**src/rtl/perf_event_collector_pkg.sv**
```systemverilog
// Shared debug types for the perf event collector: FSM states, stream beat layout
// and the default counter width.
package perf_event_collector_pkg;

   localparam int PERF_CNT_WIDTH = 32;
   localparam int PERF_ID_WIDTH  = 8;

   typedef enum logic {
      PERF_IDLE,
      PERF_DUMP
   } perf_state_t;

   typedef struct packed {
      logic [PERF_ID_WIDTH-1:0]  id;
      logic [PERF_CNT_WIDTH-1:0] count;
      logic                      last;
   } perf_beat_t;

endpackage

```
**src/rtl/perf_sat_counter.sv**
```systemverilog
// One saturating event counter: clear has priority over an enabled increment, and
// the count sticks at all-ones instead of wrapping.
module perf_sat_counter #(
   parameter int CNT_WIDTH = 32
) (
   input  logic                 clk,
   input  logic                 rst,
   input  logic                 clear_i,
   input  logic                 en_i,
   input  logic                 inc_i,
   output logic [CNT_WIDTH-1:0] count_o
);

   logic [CNT_WIDTH-1:0] cnt_q, cnt_d;

   always_comb begin
      cnt_d = cnt_q;
      if (clear_i) begin
         cnt_d = '0;
      end else if (en_i && inc_i && (cnt_q != {CNT_WIDTH{1'b1}})) begin
         cnt_d = cnt_q + 1'b1;
      end
   end

   always_ff @(posedge clk) begin
      if (rst) begin
         cnt_q <= '0;
      end else begin
         cnt_q <= cnt_d;
      end
   end

   assign count_o = cnt_q;

endmodule

```
**src/rtl/perf_event_collector.sv**
```systemverilog
// Event counters plus a free-running cycle counter; on request the counters are
// snapshotted and streamed out one per beat over a valid/ready port.
module perf_event_collector
   import perf_event_collector_pkg::*;
#(
   parameter int EVENT_NUM = 16,
   parameter int CNT_WIDTH = PERF_CNT_WIDTH,
   parameter int ID_WIDTH  = $clog2(EVENT_NUM)
) (
   input  logic                 clk,
   input  logic                 rst,
   input  logic                 en_i,
   input  logic [EVENT_NUM-1:0] event_i,
   input  logic                 clear_i,
   input  logic                 dump_req_i,
   output logic                 dump_busy_o,
   output logic                 out_valid_o,
   input  logic                 out_ready_i,
   output logic [ID_WIDTH-1:0]  out_id_o,
   output logic [CNT_WIDTH-1:0] out_count_o,
   output logic                 out_last_o,
   output logic [63:0]          cycle_cnt_o
);

   localparam logic [ID_WIDTH-1:0] LAST_ID = ID_WIDTH'(EVENT_NUM - 1);

   logic [CNT_WIDTH-1:0] cnt      [EVENT_NUM];
   logic [CNT_WIDTH-1:0] shadow_q [EVENT_NUM];
   logic [63:0]          cycle_q;
   perf_state_t          state_q;
   logic [ID_WIDTH-1:0]  idx_q;
   logic [ID_WIDTH-1:0]  idx_nxt;
   logic                 busy_q, valid_q, last_q;
   logic [CNT_WIDTH-1:0] count_q;

   for (genvar g = 0; g < EVENT_NUM; g++) begin : g_cnt
      perf_sat_counter #(
         .CNT_WIDTH(CNT_WIDTH)
      ) u_cnt (
         .clk    (clk),
         .rst    (rst),
         .clear_i(clear_i),
         .en_i   (en_i),
         .inc_i  (event_i[g]),
         .count_o(cnt[g])
      );
   end

   always_ff @(posedge clk) begin
      if (rst) begin
         cycle_q <= '0;
      end else begin
         cycle_q <= cycle_q + 64'd1;
      end
   end

   assign idx_nxt = idx_q + 1'b1;

   // Snapshot takes the counter values before this cycle's clear/increment.
   always_ff @(posedge clk) begin
      if (rst) begin
         state_q <= PERF_IDLE;
         idx_q   <= '0;
         busy_q  <= 1'b0;
         valid_q <= 1'b0;
         last_q  <= 1'b0;
         count_q <= '0;
         for (int i = 0; i < EVENT_NUM; i++) begin
            shadow_q[i] <= '0;
         end
      end else begin
         case (state_q)
            PERF_IDLE: begin
               if (dump_req_i) begin
                  shadow_q <= cnt;
                  idx_q    <= '0;
                  count_q  <= cnt[0];
                  last_q   <= 1'b0;
                  valid_q  <= 1'b1;
                  busy_q   <= 1'b1;
                  state_q  <= PERF_DUMP;
               end
            end
            PERF_DUMP: begin
               if (out_ready_i) begin
                  if (last_q) begin
                     idx_q   <= '0;
                     last_q  <= 1'b0;
                     valid_q <= 1'b0;
                     busy_q  <= 1'b0;
                     state_q <= PERF_IDLE;
                  end else begin
                     idx_q   <= idx_nxt;
                     count_q <= shadow_q[idx_nxt];
                     last_q  <= (idx_nxt == LAST_ID);
                  end
               end
            end
            default: state_q <= PERF_IDLE;
         endcase
      end
   end

   assign dump_busy_o = busy_q;
   assign out_valid_o = valid_q;
   assign out_id_o    = idx_q;
   assign out_count_o = count_q;
   assign out_last_o  = last_q;
   assign cycle_cnt_o = cycle_q;

endmodule

```
**config.mk**
```make
export PLATFORM = sky130hd
export DESIGN_NAME = perf_event_collector
export DESIGN_NICKNAME = d
export VERILOG_FILES = /design/src/rtl/perf_event_collector_pkg.sv /design/src/rtl/perf_sat_counter.sv /design/src/rtl/perf_event_collector.sv
export SDC_FILE = /design/constraint.sdc
export NUM_CORES = 2
export LEC_CHECK = 0
export BUFFER_PORTS_ARGS = -buffer_cell sky130_fd_sc_hd__buf_4
export CORE_MARGIN = 2
export CORE_UTILIZATION = 53
export DETAILED_ROUTE_END_ITERATION = 10
export GPL_ROUTABILITY_DRIVEN = 0
export PLACE_DENSITY = 0.83
export SLEW_MARGIN = 20
export SYNTH_ARGS = -nofsm -noshare
export SYNTH_HDL_FRONTEND = slang
export SYNTH_SLANG_ARGS = --single-unit
```
**constraint.sdc**
```tcl
create_clock -name clk -period 2.9 [get_ports clk]
set_input_delay 0.29 -clock clk [delete_from_list [all_inputs] [get_ports clk]]
set_output_delay 0.29 -clock clk [all_outputs]
set_load 0.005 [all_outputs]
```
* After elaboration in Yosys (flattened, before gate mapping)
Index checks and enable logic that the tools add are counted.
Storage, ports and cells: flip-flop bits (word level) 1127, word-level logic and storage cells 140, input port bits 22, output and inout port bits 103
Operators by class: eq/ne operators 21, mux-type cells 23, add/subtract/negate cells 18, bitwise gates (word level) 2, $lt $le $gt $ge 1, reductions and logical operators 37
Operators by type and width (number):
- 32-bit by 1-bit adder with 32-bit output (second input constant) | 16
- 32-bit inequality test (second input constant) | 16
- 32-bit 2-to-1 mux | 5
- 32-bit binary-select mux with 4-bit select | 1
- 64-bit by 1-bit adder with 64-bit output (second input constant) | 1
- 32-bit one-hot mux with 2 select lines | 1
- 1-bit logical AND | 32
- 4-bit 2-to-1 mux | 3
- 1-bit 2-to-1 mux | 9
- 4-bit one-hot mux with 2 select lines | 1
- 2-bit inequality test (second input constant) | 3
- 1-bit one-hot mux with 2 select lines | 3
- 3-bit AND reduction | 2
- 5-bit >= comparator (second input constant) | 1
- 4-bit NOT with 5-bit output | 1
- 4-bit by 1-bit adder with 4-bit output (second input constant) | 1
- 4-bit == test (second input constant) | 1
- 2-bit AND reduction | 2
- 2-bit by 1-bit inequality test with 1-bit output (second input constant) | 1
- 2-bit OR reduction | 1
- 1-bit NOT | 1

* Longest topological paths before layout
word-level depth 8, mapped depth 11, mapped depth without buffers 6

* Modules after synthesis
From an unflattened synthesis, not the netlist that was laid out.
Unflattened totals: cell total of the unflattened synthesis 6387, area total of the unflattened synthesis 54664.9 um2
By module, submodules not included:
- perf_sat_counter (g_cnt[0].u_cnt ...) | area each 1809.2 um2, cells each 209, seq. area each 640.6 um2, times used 15
- perf_event_collector | area each 25823.5 um2, cells each 3038, seq. area each 12311.8 um2, times used 1
- perf_sat_counter (g_cnt[9].u_cnt) | area each 1702.9 um2, cells each 214, seq. area each 640.6 um2, times used 1

* Least setup slack after synthesis
Ideal clock, no wire load.
path kind register to register, start point register idx_q[0] (netlist: out_id_o[0]), end point register count_q[23] (netlist: out_count_o[23]), arrival time 3020 ps, path slack -235 ps, path buffers 5, clock period less this slack 3135 ps, data required time 2785 ps, library setup time 115 ps, cell stages (with the launch flop) 12, cell sequence dfxtp_1 > buf_2 > clkbuf_1 > buf_1 > inv_1 > ha_1 > clkbuf_1 > clkbuf_1 > mux4_2 > mux2i_1 > o221ai_1 > o21a_1
On the way: cells in the longest elaborated chain, start to end 8
Ends and longest elaborated chain:
- start, declared | line perf_event_collector.sv:31 | logic [ID_WIDTH-1:0] idx_q;
- start signal, assigned | line perf_event_collector.sv:93 | idx_q <= idx_nxt;
- 4-bit by 1-bit adder with 4-bit output | line perf_event_collector.sv:57 | assign idx_nxt = idx_q + 1'b1;
- 4-bit NOT with 5-bit output (not written as such) | line perf_event_collector.sv:94 | count_q <= shadow_q[idx_nxt];
- 32-bit binary-select mux with 4-bit select | line perf_event_collector.sv:94
- 32-bit 2-to-1 mux (not written as such) (2 in a row) | line perf_event_collector.sv:94
- 32-bit 2-to-1 mux | line perf_event_collector.sv:86 | if (last_q) begin
- 32-bit 2-to-1 mux | line perf_event_collector.sv:85 | if (out_ready_i) begin
- 32-bit one-hot mux with 2 select lines | line perf_event_collector.sv:72 | case (state_q)
- end signal, assigned | line perf_event_collector.sv:77 | count_q <= cnt[0];
- end signal, assigned | line perf_event_collector.sv:94
- end, declared | line perf_event_collector.sv:34 | logic [CNT_WIDTH-1:0] count_q;
No other way between the ends. The select of a mux whose other input is x is not followed. A chain may end at the register's enable or synchronous reset.

* Worst setup path after layout
start point register idx_q[0] (netlist: out_id_o[0]), end point register count_q[11] (netlist: out_count_o[11])
The elaborated chain is that of the path after synthesis.

==> impl_results.html <==
<table>
<tr><th>Metric</th><th>Value</th></tr>
<tr><th colspan="2">Run status</th></tr>
<tr><td>Result of the run</td><td>complete, no violations</td></tr>
<tr><th colspan="2">Logic synthesis</th></tr>
<tr><td>Flops &amp; latches, synth</td><td>1127</td></tr>
<tr><td>Count of mapped cells out of synthesis</td><td>6255</td></tr>
<tr><td>Number of synthesized flops with an enable pin</td><td>0</td></tr>
<tr><td>Summed instance area of the synthesized netlist</td><td>51600 um2</td></tr>
<tr><td>Post-synth top flop</td><td>dfxtp_1</td></tr>
<tr><td>Synthesized area per cell</td><td>8.25 um2</td></tr>
<tr><td>Fraction of the yosys area taken by sequential cells</td><td>0.437</td></tr>
<tr><td>Syn. warnings</td><td>0</td></tr>
<tr><td>Count of cell types in the netlist</td><td>61</td></tr>
<tr><td>Proportion of synthesized flip-flops having asynchronous set or reset</td><td>0</td></tr>
<tr><td>Post-Synthesis Net Count</td><td>6296</td></tr>
<tr><th colspan="2">Pwr</th></tr>
<tr><td>Pwr/cell area</td><td>562 nW/um2</td></tr>
<tr><td>Leakage component of the power</td><td>0.0185 uW</td></tr>
<tr><td>Maximum vdd drop</td><td>535 uV</td></tr>
<tr><td>Total power consumption of the routed design</td><td>32500 uW</td></tr>
<tr><th colspan="2">Finish</th></tr>
<tr><td>Layout overhead on the synthesized area</td><td>12.3%</td></tr>
<tr><td>FF/Latch Area</td><td>22600 um2</td></tr>
<tr><td>Count of nets after finishing</td><td>6256</td></tr>
<tr><td>Layout filler cell count</td><td>7917</td></tr>
<tr><td>Antenna diodes</td><td>0</td></tr>
<tr><td>Fraction of final layout cells with drive strength greater than 1</td><td>0.100</td></tr>
<tr><td>Area taken by multi-input logic gates</td><td>27200 um2</td></tr>
<tr><th colspan="2">Placed design</th></tr>
<tr><td>Estimated wirelength of the detail-placed design</td><td>106 mm</td></tr>
<tr><td>Port Buffer Count</td><td>124</td></tr>
<tr><th colspan="2">Global routing</th></tr>
<tr><td>Initial antenna violation count</td><td>3</td></tr>
<tr><td>Global-route total usage across every layer</td><td>0.297</td></tr>
<tr><td>Wire length of the first global-routing pass</td><td>240 mm</td></tr>
<tr><td>Global-route congestion overflow total</td><td>0</td></tr>
<tr><td>Largest net degree at the start of global routing</td><td>232</td></tr>
<tr><td>Via count of the first global-routing pass</td><td>43900</td></tr>
<tr><th colspan="2">Setup path</th></tr>
<tr><td>R2r worst-path depth</td><td>8</td></tr>
<tr><td>Endpoint type of the worst setup path</td><td>register</td></tr>
<tr><td>Arrival time at the worst endpoint</td><td>3.29 ns</td></tr>
<tr><td>Max Fanout on Critical Path</td><td>41</td></tr>
<tr><td>WP data required</td><td>3.51 ns</td></tr>
<tr><td>Type of origin of the critical path</td><td>register</td></tr>
<tr><td>Critical path class</td><td>register to register</td></tr>
<tr><th colspan="2">Clock tree</th></tr>
<tr><td>Root buffer selected by CTS</td><td>clkbuf_16</td></tr>
<tr><td>Clock transition at the registers of the reported paths</td><td>0.07 ns</td></tr>
<tr><td>Num CTS Buffers</td><td>110</td></tr>
<tr><td>Clk sink count</td><td>1127</td></tr>
<tr><td>Source-to-sink clock delay at the later pin of the worst-skew pair</td><td>0.71 ns</td></tr>
<tr><td>Clock tree from TritonCTS</td><td>done</td></tr>
<tr><td>CTS H-Tree Depth</td><td>3</td></tr>
<tr><td>Number of buffers on the longest clock path</td><td>3</td></tr>
<tr><th colspan="2">Timing</th></tr>
<tr><td>Setup clock skew after layout</td><td>0.0432 ns</td></tr>
<tr><td>Final sum of negative setup slack</td><td>0 ns</td></tr>
<tr><td>Timing-limited maximum frequency</td><td>0.373 GHz</td></tr>
<tr><td>Time the final worst path needs with I/O delays and setup</td><td>2.68 ns</td></tr>
<tr><td>Headroom to the max-slew limit</td><td>0.243</td></tr>
<tr><td>Setup violators final</td><td>0</td></tr>
<tr><td>Period utilization</td><td>0.926</td></tr>
<tr><td>Unrepaired setup endpoints after global routing</td><td>false</td></tr>
<tr><td>Final hold viol count</td><td>0</td></tr>
<tr><td>Slew of the pin with the lowest slew margin</td><td>1.14 ns</td></tr>
<tr><td>Slew Viols, Final</td><td>0</td></tr>
<tr><th colspan="2">Die</th></tr>
<tr><td>Number of placed I/O pins</td><td>125</td></tr>
<tr><td>Std-Cell Rows</td><td>114</td></tr>
<tr><td>Die width</td><td>316 um</td></tr>
<tr><td>Core outline area</td><td>96600 um2</td></tr>
<tr><td>Initial standard-cell utilization of the core</td><td>0.534</td></tr>
<tr><td>Die outline area</td><td>99800 um2</td></tr>
<tr><td>Die Y-Extent</td><td>316 um</td></tr>
<tr><th colspan="2">Min path</th></tr>
<tr><td>Hold Path Cell Cnt</td><td>4</td></tr>
<tr><td>Worst min-delay path class</td><td>input pin to register</td></tr>
<tr><th colspan="2">Detailed routing</th></tr>
<tr><td>Post-detailed-route wirelength per cell</td><td>20.2 um</td></tr>
<tr><td>Iteration-0 DRC count of the detailed router</td><td>6345</td></tr>
<tr><td>Vias per cell</td><td>6.40</td></tr>
<tr><td>Residual antenna-violating net count after detailed routing</td><td>0</td></tr>
<tr><td>Count of unresolved DRC violations after routing</td><td>0</td></tr>
<tr><td>Via Count</td><td>48500</td></tr>
<tr><td>Length of the first detailed-routing pass in iterations</td><td>8</td></tr>
<tr><td>Total length of routed wires</td><td>154 mm</td></tr>
<tr><th colspan="2">Run</th></tr>
<tr><td>Max Cap Violations</td><td>0</td></tr>
</table>
[path summary, 6_finish.rpt]
kind / start / to / slack [ns]
min: event_i[6] / g_cnt[6].u_cnt.count_o[0]$_SDFFE_PP0P_ / 0.05
max reg2reg: out_id_o[0]$_SDFFE_PP0P_ / out_count_o[11]$_SDFFE_PP0P_ / 0.22
max: out_id_o[0]$_SDFFE_PP0P_ / out_count_o[11]$_SDFFE_PP0P_ / 0.22
min reg2reg: shadow_q[92]$_SDFFE_PP0P_ / shadow_q[92]$_SDFFE_PP0P_ / 0.45
[worst max-delay path, cell delays in order, from the launching register on]
cell and delay [ns]:
dfxtp_4 0.38, inv_1 0.07, ha_4 0.43, buf_12 0.29, buf_4 0.21, mux4_2 0.33, mux2i_1 0.43, o221ai_1 0.19
o21a_1 0.22
[registers in the layout (all words and copies together), names as in the netlist]
name / cells
out_count_o: 32
state_q: 1
g_cnt.u_cnt.count_o: 512
shadow_q: 512
out_last_o: 1
out_valid_o: 1
out_id_o: 4
cycle_cnt_o: 64
[timing repair]
item	4_1_cts	5_1_grt
endpoints found under the hold margin	32	0
hold buffers	5	0
gates resized for setup	0	0
setup endpoints to repair	0	1
buffers inserted	0	1
[Yosys cell counts (9+ instances only)]
| cell | number | area, um2 |
|---|---|---|
| nand3_1 | 183 | 916 |
| mux4_2 | 128 | 2880 |
| a31oi_1 | 34 | 213 |
| o2111ai_1 | 18 | 158 |
| o21ai_0 | 211 | 1060 |
| dfxtp_1 | 1127 | 22600 |
| or4_1 | 134 | 1010 |
| nand2_1 | 1359 | 5100 |
| a21oi_1 | 852 | 4260 |
| nor4_2 | 9 | 113 |
| or3_1 | 250 | 1560 |
| xnor2_1 | 93 | 815 |
| xor2_1 | 47 | 412 |
| nor4_1 | 59 | 369 |
| buf_1 | 25 | 93.8 |
| mux2i_1 | 110 | 1100 |
| nor3_1 | 52 | 260 |
| o221ai_1 | 32 | 280 |
| clkbuf_1 | 360 | 1350 |
| and2_1 | 26 | 163 |
| o211ai_1 | 29 | 218 |
| a41o_1 | 22 | 220 |
| and4_1 | 68 | 596 |
| or2_2 | 16 | 100 |
| nand4_1 | 185 | 1160 |
| o31ai_1 | 113 | 848 |
| ha_1 | 19 | 238 |
| a31o_2 | 18 | 158 |
| a211oi_1 | 26 | 195 |
| buf_2 | 19 | 95.1 |
| inv_1 | 104 | 390 |
| o21a_1 | 39 | 293 |
| nor2_1 | 360 | 1350 |
| and3_1 | 52 | 325 |
[cells in the final DEF, fill, tap and decap left out, drive strengths merged, types with 28 or more instances in the layout]
| cell type | synthesis | routed |
|---|---|---|
| nand4 | 188 | 188 |
| buf | 45 | 248 |
| nand2 | 1359 | 1359 |
| clkinv | 0 | 28 |
| xor2 | 47 | 47 |
| o221ai | 32 | 32 |
| nand3 | 183 | 183 |
| inv | 104 | 105 |
| or3 | 250 | 250 |
| o31ai | 113 | 113 |
| nor4 | 72 | 72 |
| and3 | 52 | 52 |
| dfxtp | 1127 | 1127 |
| clkbuf | 360 | 161 |
| nor2 | 360 | 360 |
| and4 | 68 | 68 |
| mux4 | 128 | 128 |
| o21ai | 211 | 211 |
| xnor2 | 93 | 93 |
| mux2i | 110 | 110 |
| a31oi | 34 | 34 |
| a21oi | 852 | 852 |
| nor3 | 53 | 53 |
| o211ai | 29 | 29 |
| o21a | 39 | 39 |
| or4 | 135 | 135 |
[cells by family after synthesis]
logic type | count (synthesis) | synth area share
adders and majority gates | 19 | 0.00461
xor gates and xnor gates | 140 | 0.0238
DFF | 1127 | 0.437
AOI/OAI and AO/OA | 1427 | 0.159
buffers and inverters | 509 | 0.0376
muxes | 238 | 0.0772
and+or+nand+nor | 2795 | 0.261
[per-stage QoR]
step                setup WS [ns]  area (um2)  cells  hold slack, ns   util
floorplan                  0.0534       51600   6255           0.408      -
global placement            0.303       53900   7373           0.439  0.558
detailed placement          0.114       53900   7373           0.443  0.558
CTS                         0.175       57900   7585          0.0285  0.600
global route               0.0190       57900   7586          0.0617  0.600
finish                      0.216       57900   7586          0.0521  0.600
[per-layer routing]
layer / wire length, um / global-route usage / vias to the layer above
li1: - / - / 22400
met1: 60800 / 0.392 / 23200
met2: 68900 / 0.463 / 2463
met3: 15300 / 0.0583 / 464
met4: 8590 / 0.155 / 2
met5: 13 / 0 / -
[cell type report]
| class | instances | area share |
|---|---|---|
| Timing Repair Buffer | 253 | 0.0388 |
| Clock inverter | 46 | 0.0115 |
| Sequential cell | 1127 | 0.390 |
| Tap cell | 1276 | 0.0276 |
| Multi-Input combinational cell | 4619 | 0.469 |
| Clock buffer | 161 | 0.0569 |
| Inverter | 104 | 0.00674 |
[power breakdown]
part | switching, uW | total, uW | internal (uW) | leakage (uW)
clock | 6370 | 15500 | 9150 | 0.00195
sequential | 96.8 | 15600 | 15500 | 0.00908
combinational | 1000 | 1390 | 385 | 0.00743
No activity file was read; power rests on OpenSTA's default activity.
